### src/rtl/pad_share_arbiter.sv
// Round-robin owner arbitration for a single shared bidirectional pad, with a
// guaranteed tristate turnaround between owners and an optional hold timeout.
module pad_share_arbiter #(
    parameter int unsigned NumReq     = 4,
    parameter int unsigned TurnCycles = 2,
    parameter int unsigned MaxHold    = 16,
    parameter int unsigned IdxW       = $clog2(NumReq)
) (
    input  logic              clk_i,
    input  logic              rst_ni,
    input  logic [NumReq-1:0] req_i,
    output logic [NumReq-1:0] gnt_o,
    input  logic [NumReq-1:0] oe_i,
    input  logic [NumReq-1:0] out_i,
    output logic              in_o,
    output logic              pad_oen_o,
    output logic              pad_out_o,
    input  logic              pad_in_i,
    output logic [IdxW-1:0]   owner_o,
    output logic              busy_o
);

    localparam int unsigned HoldW = (MaxHold > 0) ? $clog2(MaxHold + 1) : 1;
    localparam int unsigned TurnW = $clog2(TurnCycles + 1);

    typedef enum logic [1:0] {
        IDLE,
        GRANT,
        TURN
    } state_e;

    state_e              state_q, state_d;
    logic [NumReq-1:0]   gnt_q, gnt_d;
    logic [IdxW-1:0]     owner_q, owner_d;
    logic [IdxW-1:0]     ptr_q, ptr_d;
    logic [HoldW-1:0]    hold_q, hold_d;
    logic [TurnW-1:0]    turn_q, turn_d;

    logic [IdxW-1:0]     sel;
    logic                found;
    int unsigned         idx;
    logic                others_req;
    logic                hold_hit;
    logic                release_own;
    logic                launch;

    // Round-robin search: first set request at or above the pointer, wrapping.
    always_comb begin
        found = 1'b0;
        sel   = '0;
        idx   = 0;
        for (int unsigned i = 0; i < NumReq; i++) begin
            idx = 32'(ptr_q) + i;
            if (idx >= NumReq) begin
                idx = idx - NumReq;
            end
            if (!found && req_i[idx[IdxW-1:0]]) begin
                found = 1'b1;
                sel   = idx[IdxW-1:0];
            end
        end
    end

    always_comb begin
        others_req  = |(req_i & ~(NumReq'(1) << owner_q));
        hold_hit    = (MaxHold != 0) && (hold_q == HoldW'(MaxHold));
        release_own = ~req_i[owner_q] | (hold_hit & others_req);
    end

    // State register (plus the datapath registers that move with it).
    always_ff @(posedge clk_i or negedge rst_ni) begin
        if (!rst_ni) begin
            state_q <= IDLE;
            gnt_q   <= '0;
            owner_q <= '0;
            ptr_q   <= '0;
            hold_q  <= '0;
            turn_q  <= '0;
        end else begin
            state_q <= state_d;
            gnt_q   <= gnt_d;
            owner_q <= owner_d;
            ptr_q   <= ptr_d;
            hold_q  <= hold_d;
            turn_q  <= turn_d;
        end
    end

    // Next-state logic; a new grant can start from IDLE or from the last TURN cycle.
    always_comb begin
        state_d = state_q;
        gnt_d   = gnt_q;
        owner_d = owner_q;
        ptr_d   = ptr_q;
        hold_d  = hold_q;
        turn_d  = turn_q;
        launch  = 1'b0;

        case (state_q)
            IDLE: begin
                launch = found;
            end
            GRANT: begin
                if (release_own) begin
                    gnt_d   = '0;
                    turn_d  = TurnW'(TurnCycles);
                    state_d = TURN;
                end else if ((MaxHold != 0) && !hold_hit) begin
                    hold_d = hold_q + HoldW'(1);
                end
            end
            TURN: begin
                turn_d = turn_q - TurnW'(1);
                if (turn_q == TurnW'(1)) begin
                    turn_d  = '0;
                    launch  = found;
                    state_d = IDLE;
                end
            end
            default: begin
                state_d = IDLE;
                gnt_d   = '0;
            end
        endcase

        if (launch) begin
            state_d = GRANT;
            gnt_d   = NumReq'(1) << sel;
            owner_d = sel;
            ptr_d   = (sel == IdxW'(NumReq - 1)) ? '0 : sel + IdxW'(1);
            hold_d  = HoldW'(1);
        end
    end

    // Outputs: only the registered owner may reach the pad, and only in GRANT.
    always_comb begin
        pad_oen_o = 1'b1;
        pad_out_o = 1'b0;
        if (state_q == GRANT) begin
            pad_oen_o = ~oe_i[owner_q];
            pad_out_o = out_i[owner_q] & oe_i[owner_q];
        end
        busy_o  = (state_q != IDLE);
        gnt_o   = gnt_q;
        owner_o = owner_q;
        in_o    = pad_in_i;
    end

endmodule

### config.mk
export PLATFORM = sky130hd
export DESIGN_NAME = pad_share_arbiter
export DESIGN_NICKNAME = d
export VERILOG_FILES = /design/src/rtl/pad_share_arbiter.sv
export SDC_FILE = /design/constraint.sdc
export NUM_CORES = 1
export LEC_CHECK = 0
export ABC_AREA = 0
export BUFFER_PORTS_ARGS = -buffer_cell sky130_fd_sc_hd__buf_2
export CELL_PAD_IN_SITES_DETAIL_PLACEMENT = 1
export CELL_PAD_IN_SITES_GLOBAL_PLACEMENT = 2
export CORE_MARGIN = 2
export CORE_UTILIZATION = 32
export CTS_CLUSTER_SIZE = 14
export DETAILED_ROUTE_END_ITERATION = 10
export PLACE_DENSITY_LB_ADDON = 0.25
export SLEW_MARGIN = 20
export SYNTH_ARGS = -nofsm -noshare
export SYNTH_HDL_FRONTEND = slang
export SYNTH_SLANG_ARGS = --single-unit
### constraint.sdc
create_clock -name clk_i -period 2 [get_ports clk_i]
set_input_delay 0.5 -clock clk_i [delete_from_list [all_inputs] [get_ports clk_i]]
set_output_delay 0.5 -clock clk_i [all_outputs]
set_load 0.005 [all_outputs]
# == Word level (Yosys, flattened, before mapping) ==
# Index checks and enable logic that the tools add are counted.
# word_totals
reg_bits,17
inputBits,15
output_inout_bits,10
elab_cells,106
# op_classes
add_sub_neg,10
magnitude_cmp,9
eq_ne,12
shifts,2
muxes,44
bitwise,7
n_reduce_logical,16
# op_table
operator,n
$mux W2,13
$mux W5,4
$lt A2 B3 Y1 const B,5
$bmux W1 S2,7
$mux W1,14
$sub A2 B1 Y2 const B,5
$ge A3 B3 Y1 const B,3
$mux W4,2
$pmux W4 S2,1
$shl A1 B2 Y4 const A,2
$add A2 B2 Y3 const B,2
$ne A2 B1 Y1 const B,3
$ne A3 B3 Y1 const B,2
$pmux W2 S3,1
$reduce_and A3 Y1,2
$reduce_bool A2 Y1,3
$add A5 B1 Y5 const B,1
$eq A5 B5 Y1 const B,1
$and A4 B4 Y4,1
$eq A2 B1 Y1 const B,2
$eq A2 B2 Y1 const B,2
$ne A2 B2 Y1 const B,2
$not A4 Y4,1
$pmux W2 S2,1
13 further kinds,20

# == Logic depth before layout (Yosys ltp) ==
# Gate-level depths: netlist (run 1).
# logic_depth
word_depth,18
ltp_mapped,7
ltp_nobuf,7

# == Worst setup path before layout (run 1) ==
# OpenSTA, ideal clock, no wires.
# synth_timing
path_type,flip-flop to output port
from,register owner_q[0] (netlist: owner_o[0])
to,output pad_out_o
t_arrival_ns,1.177
t_required_ns,1.500
path_slack_ns,0.323
path_stages_with_launch,4
n_path_buf,1
cell_sequence,dfrtp_1 -> buf_4 -> mux4_2 -> and3_1
# synth_between
elab_chain_cells,4
elab_cells_between_ends,6
cone_classes,5 x mux; 1 x bitwise
# synth_rtl
element,line_no,source
start: declaration,34,"logic [IdxW-1:0] owner_q, owner_d;"
start signal: assignment,82,owner_q <= owner_d;
$bmux W1 S2,141,pad_out_o = out_i[owner_q] & oe_i[owner_q];
$mux W1 (not written as such),141,
$and A1 B1 Y1 (*),141,
$mux W1 (*),139,if (state_q == GRANT) begin
end: declaration,17,"output logic pad_out_o,"
# Mark *: on every way between the ends. The rest lies on a longest branch, timed or not. The select of a mux whose other input is x is not followed.

# == Worst setup path in the final report (run 1) ==
# Same ends and word-level chain as after synthesis.

==> results of run 1 <==
synthesized netlist by cell type:
master / instances / area [sq um]
nor2_1: 7 / 26.3
o31ai_1: 2 / 15.0
a21o_1: 1 / 7.51
clkbuf_1: 1 / 3.75
inv_1: 10 / 37.5
buf_4: 2 / 15.0
dfrtp_1: 17 / 425
buf_2: 2 / 10.0
nand2_1: 13 / 48.8
mux2i_1: 3 / 30.0
and3b_1: 1 / 8.76
nand4bb_1: 1 / 11.3
a211oi_1: 3 / 22.5
and3_1: 3 / 18.8
nor2_2: 1 / 6.26
a211oi_2: 1 / 12.5
mux2_2: 2 / 22.5
o2bb2ai_1: 1 / 8.76
xor2_1: 2 / 17.5
nor3b_1: 1 / 7.51
mux4_2: 3 / 67.6
or4b_1: 1 / 10.0
o21ai_0: 1 / 5.00
nand3_1: 3 / 15.0
ha_1: 7 / 87.6
or2_2: 1 / 6.26
nand2b_1: 7 / 43.8
nor3_1: 2 / 10.0
a211o_1: 1 / 8.76
nor4bb_1: 1 / 10.0
o221ai_1: 4 / 35.0
a21oi_1: 4 / 20.0
nor4_1: 1 / 6.26
nor2b_1: 1 / 6.26
a41o_2: 1 / 11.3
cell usage in the layout (no fill, tap or decap), types with 2 or more instances in the layout:
master,instances
nor3_1,2
mux4_2,3
nand2b_1,7
xor2_1,2
nand3_1,3
a211oi_1,3
ha_1,7
o221ai_1,4
buf_4,9
and3_1,3
nand2_1,13
buf_2,22
mux2i_1,3
o31ai_1,2
mux2_2,2
dfrtp_1,17
inv_1,10
nor2_1,7
clkbuf_4,3
a21oi_1,4
per-stage QoR:
stage          utilization  area, sq um  hold WS, ns
2_1_floorplan            -         1100        0.204
3_3_place_gp         0.392         1300        0.453
3_5_place_dp         0.392         1300        0.462
4_1_cts              0.402         1330        0.127
5_1_grt              0.402         1330        0.122
6_report             0.402         1330        0.113
routing by layer:
metal	track usage	vias to the layer above
li1	-	456
met3	0.0324	5
met1	0.180	450
met2	0.238	10
met4	0.0417	0
met5	0	-
registers in the layout, indices dropped and copies added, names as in the netlist:
signal   count
hold_q       5
gnt_o        4
owner_o      2
ptr_q        2
state_q      2
turn_q       2
cell families after synthesis:
family,after synthesis,synth area share
adder cells (fa/ha/maj),7,0.0797
AND/OR/NAND/NOR,44,0.214
AO/OA/AOI/OAI,19,0.133
flip-flops,17,0.387
multiplexers,8,0.109
XOR/XNOR,2,0.0159
buffers and inverters,15,0.0604
repair_timing:
| item | in CTS | in global routing |
|---|---|---|
| pin swaps | 1 | 0 |
| gates resized for setup | 0 | 0 |
| endpoints found under the setup margin | 1 | 1 |
| buffers inserted | 1 | 0 |
worst max-delay path by stage:
stage / from / endpoint / cells past startpoint / slack, ns
after floorplan: owner_o[0] / pad_out_o / 3 / 0.32
after global placement: req_i[3] / turn_q[1] / 5 / 0.09
after detailed placement: req_i[3] / owner_o[1] / 6 / 0.05
after CTS: owner_o[0] / pad_out_o / 3 / -0.03
after global routing: owner_o[0] / pad_out_o / 3 / -0.08
final: owner_o[0] / pad_out_o / 3 / -0.01
worst max-delay path, cell delays in order, from the launching register on:
cell and delay (ns):
dfrtp_1 0.42, mux4_2 0.51, and3_1 0.18, buf_2 0.12
report_power, final:
part / switching (W) / internal, W
clock: 0.000111 / 0.0000777
sequential: 0.000157 / 0.000473
combinational: 0.000438 / 0.000473
total: 0.000706 / 0.00102
area by class of cell:
type | count | area, sq um | share of cell area
clock buffers | 4 | 26.3 | 0.0197
inverters | 10 | 37.5 | 0.0282
multi-input cells | 80 | 607 | 0.456
flip-flops and latches | 17 | 425 | 0.320
well taps | 46 | 57.6 | 0.0432
repair buffers | 31 | 178 | 0.133
==> metrics.txt, run 1 <==
Crit Path Class register to output pin; highest metal used met4; Final Critical Period 2.01 ns; final setup margin -0.0134 ns; worst hold path class input pin to asynchronous set/reset pin; layout cells sized above 1 0.303; Mapped Cells 112; fmax 497 MHz; Setup TNS Final -0.0134 ns; Mapped Nets 134; Initial Util 0.332; Via density 4.90; residual DRC count 0; CTS Sinks 17; Max-Cap Viols 0; final hold viol count 0; status finished, violations left; Static Leakage 0.639 nW; first-pass GRT wire length 4350 microns; post-synthesis sequential area ratio 0.387; Worst R2R Setup Slack 0.12 ns; met2 WL 1250 microns; Critical R2R Capture turn_q[0]; placed insts 183; RSZ-0062 raised after global routing true; wire length on met1 1170 microns; vias in the first global route 951; DIE AREA 3920 sq um; r2r startpoint owner_o[0]; Worst-Skew Late Latency 0.30 ns; Period Utilization, post-route 1.01; reg2reg path depth 5; CP Max Fanout 3; I/O Buffers 22; Post-Place Setup Slack 0.0540 ns; Final nets 165; synth unique cells 35; failing checks setup timing; area growth from synthesis to layout 21.2%; hold buffer count at CTS 0; row count 21; initial antenna violation count 0; CTS tree built; total CTS buffers 3; Antenna Violating Nets Remaining 0; DIE HEIGHT 62.6 microns; #FFs+latches synth 17; worst relative slew slack 0.668; yosys warns 0; pwr dens 1300 nW/um^2; violation count after the first detailed-routing iteration 9; clock buffer depth 2; WL met3 76 microns; filler instances 401; Worst-Margin Slew 0.494 ns; final setup fails 1; Worst VDD drop 0.473 mV; Total GRT Usage 0.141; Worst Setup End Kind output pin; largest net degree at the start of global routing 18; RePlAce Congestion 0.782; Slew Viols, Final 0; Die Wd 62.6 microns; Post-Syn Area 1100 sq um; skew final 0.00771 ns; via count 921; grt total ovfl 0; Antenna diodes 0; IO Count 25; WL/cell 13.4 microns; worst path required time 1.50 ns; core area 3310 sq um; clk root buf clkbuf_4; Arr. time, crit path 1.51 ns; router iterations before antenna repair 4; Finished Layout Cells 188; htree depth 1; Worst-path clk slew 0.10 ns; Routed WL 2530 microns; Tot Pwr 0.00173 W; crit path launch type register; post-detail-place hpwl 2010 microns; Post-Syn Area per Cell 9.81 sq um
Power figures use the tool's default switching activity.
==> run 2, diff against run 1 <==
--- a/config.mk
+++ b/config.mk
@@ -5,14 +5,14 @@
 export SDC_FILE = /design/constraint.sdc
 export NUM_CORES = 1
 export LEC_CHECK = 0
-export ABC_AREA = 0
-export BUFFER_PORTS_ARGS = -buffer_cell sky130_fd_sc_hd__buf_2
+export BUFFER_PORTS_ARGS = -buffer_cell sky130_fd_sc_hd__buf_4
 export CELL_PAD_IN_SITES_DETAIL_PLACEMENT = 1
 export CELL_PAD_IN_SITES_GLOBAL_PLACEMENT = 2
 export CORE_MARGIN = 2
 export CORE_UTILIZATION = 32
 export CTS_CLUSTER_SIZE = 14
 export DETAILED_ROUTE_END_ITERATION = 10
+export HOLD_SLACK_MARGIN = 0.1
 export PLACE_DENSITY_LB_ADDON = 0.25
 export SLEW_MARGIN = 20
 export SYNTH_ARGS = -nofsm -noshare
==> run 2 against run 1 <==
Critical path type unchanged. Sequential cell count unchanged. Highest routed layer unchanged. Combinational power grew 5.9%. Design area is 4.5% higher. Clock skew shrank 0.0033 ns. Clock power decreased by 2%. Cell count is 0.53% lower. Global-route usage shrank 0.59 points. Sequential share of layout area decreased by 1.3 points. The flow still finishes with violations (setup timing). Total power up 2.8%.
==> metrics.txt, run 2 (synthesized netlist as in run 1, its figures left out) <==
pwr dens 1280 nW/um^2; Switching Fraction 0.394; core area 3310 sq um; Routed WL 2440 microns; worst stage delay on the critical path 0.51 ns; Static Leakage 0.648 nW; worst hold path class register to register; residual DRC count 0; worst-path cell chain mux4_2, and3_4, buf_6; Worst VDD drop 0.651 mV; fmax 496 MHz; router iterations before antenna repair 2; CP Depth 3; I/O Buffers 22; Via density 4.90; Initial Util 0.332; Final Critical Period 2.02 ns; P_int 0.00108 W; Arr. time, crit path 1.52 ns; crit path launch type register; grt total ovfl 0; initial antenna violation count 0; final hold viol count 0; status finished, violations left; Total GRT Usage 0.135; row count 21; Worst-path clk slew 0.10 ns; final setup fails 1; RSZ-0062 raised after global routing true; hold path cells 1; htree depth 1; first-pass GRT wire length 4260 microns; Top Family by Delay on Critical Path multiplexers; violation count after the first detailed-routing iteration 34; clock buffer depth 2; vias in the first global route 964; failing checks setup timing; Slew Viols, Final 0; CTS tree built; Tot Pwr 0.00178 W; placed cell areas 1340 sq um; reg2reg path depth 5; largest net degree at the start of global routing 18; DIE AREA 3920 sq um; via count 916; Clk network pwr share 0.104; RePlAce Congestion 0.720; most frequent cells in the layout 28 x buf_4, 16 x dfrtp_1, 13 x nand2_1; most common cell after layout, fill and taps aside buf_4; Worst-Margin Slew 0.595 ns; Gate power share 0.542; IO Count 25; worst relative slew slack 0.601; Biggest register hold_q; Final nets 164; filler instances 406; clk root buf clkbuf_4; Slowest-stage cell, CP mux4_2; Antenna Violating Nets Remaining 0; fin util 0.420; Die Wd 62.6 microns; Sw Pwr 0.000701 W; WL/cell 13.1 microns; Sequential Power Share 0.354; area growth from synthesis to layout 26.7%; Antenna diodes 0; CTS Sinks 17; Worst-Skew Late Latency 0.29 ns; skew final 0.00444 ns; post-detail-place hpwl 1940 microns; layout cells sized above 1 0.305; Crit Path Class register to output pin; max FFs per register 5; Max-Cap Viols 0; Final Cell Area 1390 sq um; Fin Hold WS 0.530 ns; Critical path buffers and inverters 1; Period Utilization, post-route 1.01; worst path required time 1.50 ns; final setup margin -0.0166 ns; total CTS buffers 3; CP Max Fanout 3; DIE HEIGHT 62.6 microns; Worst Setup End Kind output pin
==> run 2: cell types whose count changed in the layout (fill, tap and decap cells not counted), sizes merged <==
cell         delta
buf             -2
dlygate4sd3     +1
==> run 2: through the flow <==
stage / TNS, ns / cells / setup WS, ns
finish: -0.0166 / 187 / -0.0166
global route: -0.0766 / 187 / -0.0766
floorplan: 0 / 112 / 0.323
detailed placement: 0 / 181 / 0.111
CTS: -0.0427 / 186 / -0.0427
global placement: 0 / 181 / 0.129
==> run 2: layer usage <==
layer	track usage	up-vias	part of all wire
met1	0.162	451	0.46
met5	0	-	0
met4	0.0167	0	0.0041
met2	0.246	7	0.52
met3	0.0396	2	0.018
li1	-	456	-
==> run 2: what timing repair did <==
item,CTS,global route
hold endpoints to repair,17,0
buffers inserted,0,1
hold buffers,1,0
endpoints found under the setup margin,1,1
pin swaps,1,0
resized for setup,2,1
==> run 2: power by group through the flow <==
stage	Sequential, W	Combinational, W	Clock, W
2_1_floorplan	0.000582	0.000643	0
3_3_place_gp	0.000633	0.000935	0
3_5_place_dp	0.000639	0.000957	0
4_1_cts	0.000631	0.000972	0.000196
5_1_grt	0.000664	0.00108	0.000216
6_report	0.000630	0.000965	0.000185
==> run 2: worst paths after layout <==
check / from / end / slack, ns
worst max register to register: owner_o[0] / turn_q[0] / 0.12
max in group asynchronous: rst_ni / state_q[0] / 1.18
worst min-delay path: hold_q[2] / hold_q[2] / 0.53
min in group asynchronous: rst_ni / hold_q[4] / 0.61
worst max-delay path: owner_o[0] / pad_out_o / -0.02
worst min register to register: hold_q[2] / hold_q[2] / 0.53
==> run 2: final cells by class <==
type | instances | area [sq um] | share of cell area
flip-flops and latches | 17 | 427 | 0.307
repair buffers | 30 | 231 | 0.166
clock buffers | 4 | 26.3 | 0.0189
well taps | 46 | 57.6 | 0.0414
multi-input cells | 80 | 612 | 0.440
inverters | 10 | 37.5 | 0.0270
==> run 2: worst register-to-register path, stage by stage, from the launching register on <==
cell and delay, ns:
dfrtp_1 0.43, buf_4 0.15, buf_4 0.15, or4b_1 0.50, a41o_2 0.36, a211oi_2 0.22
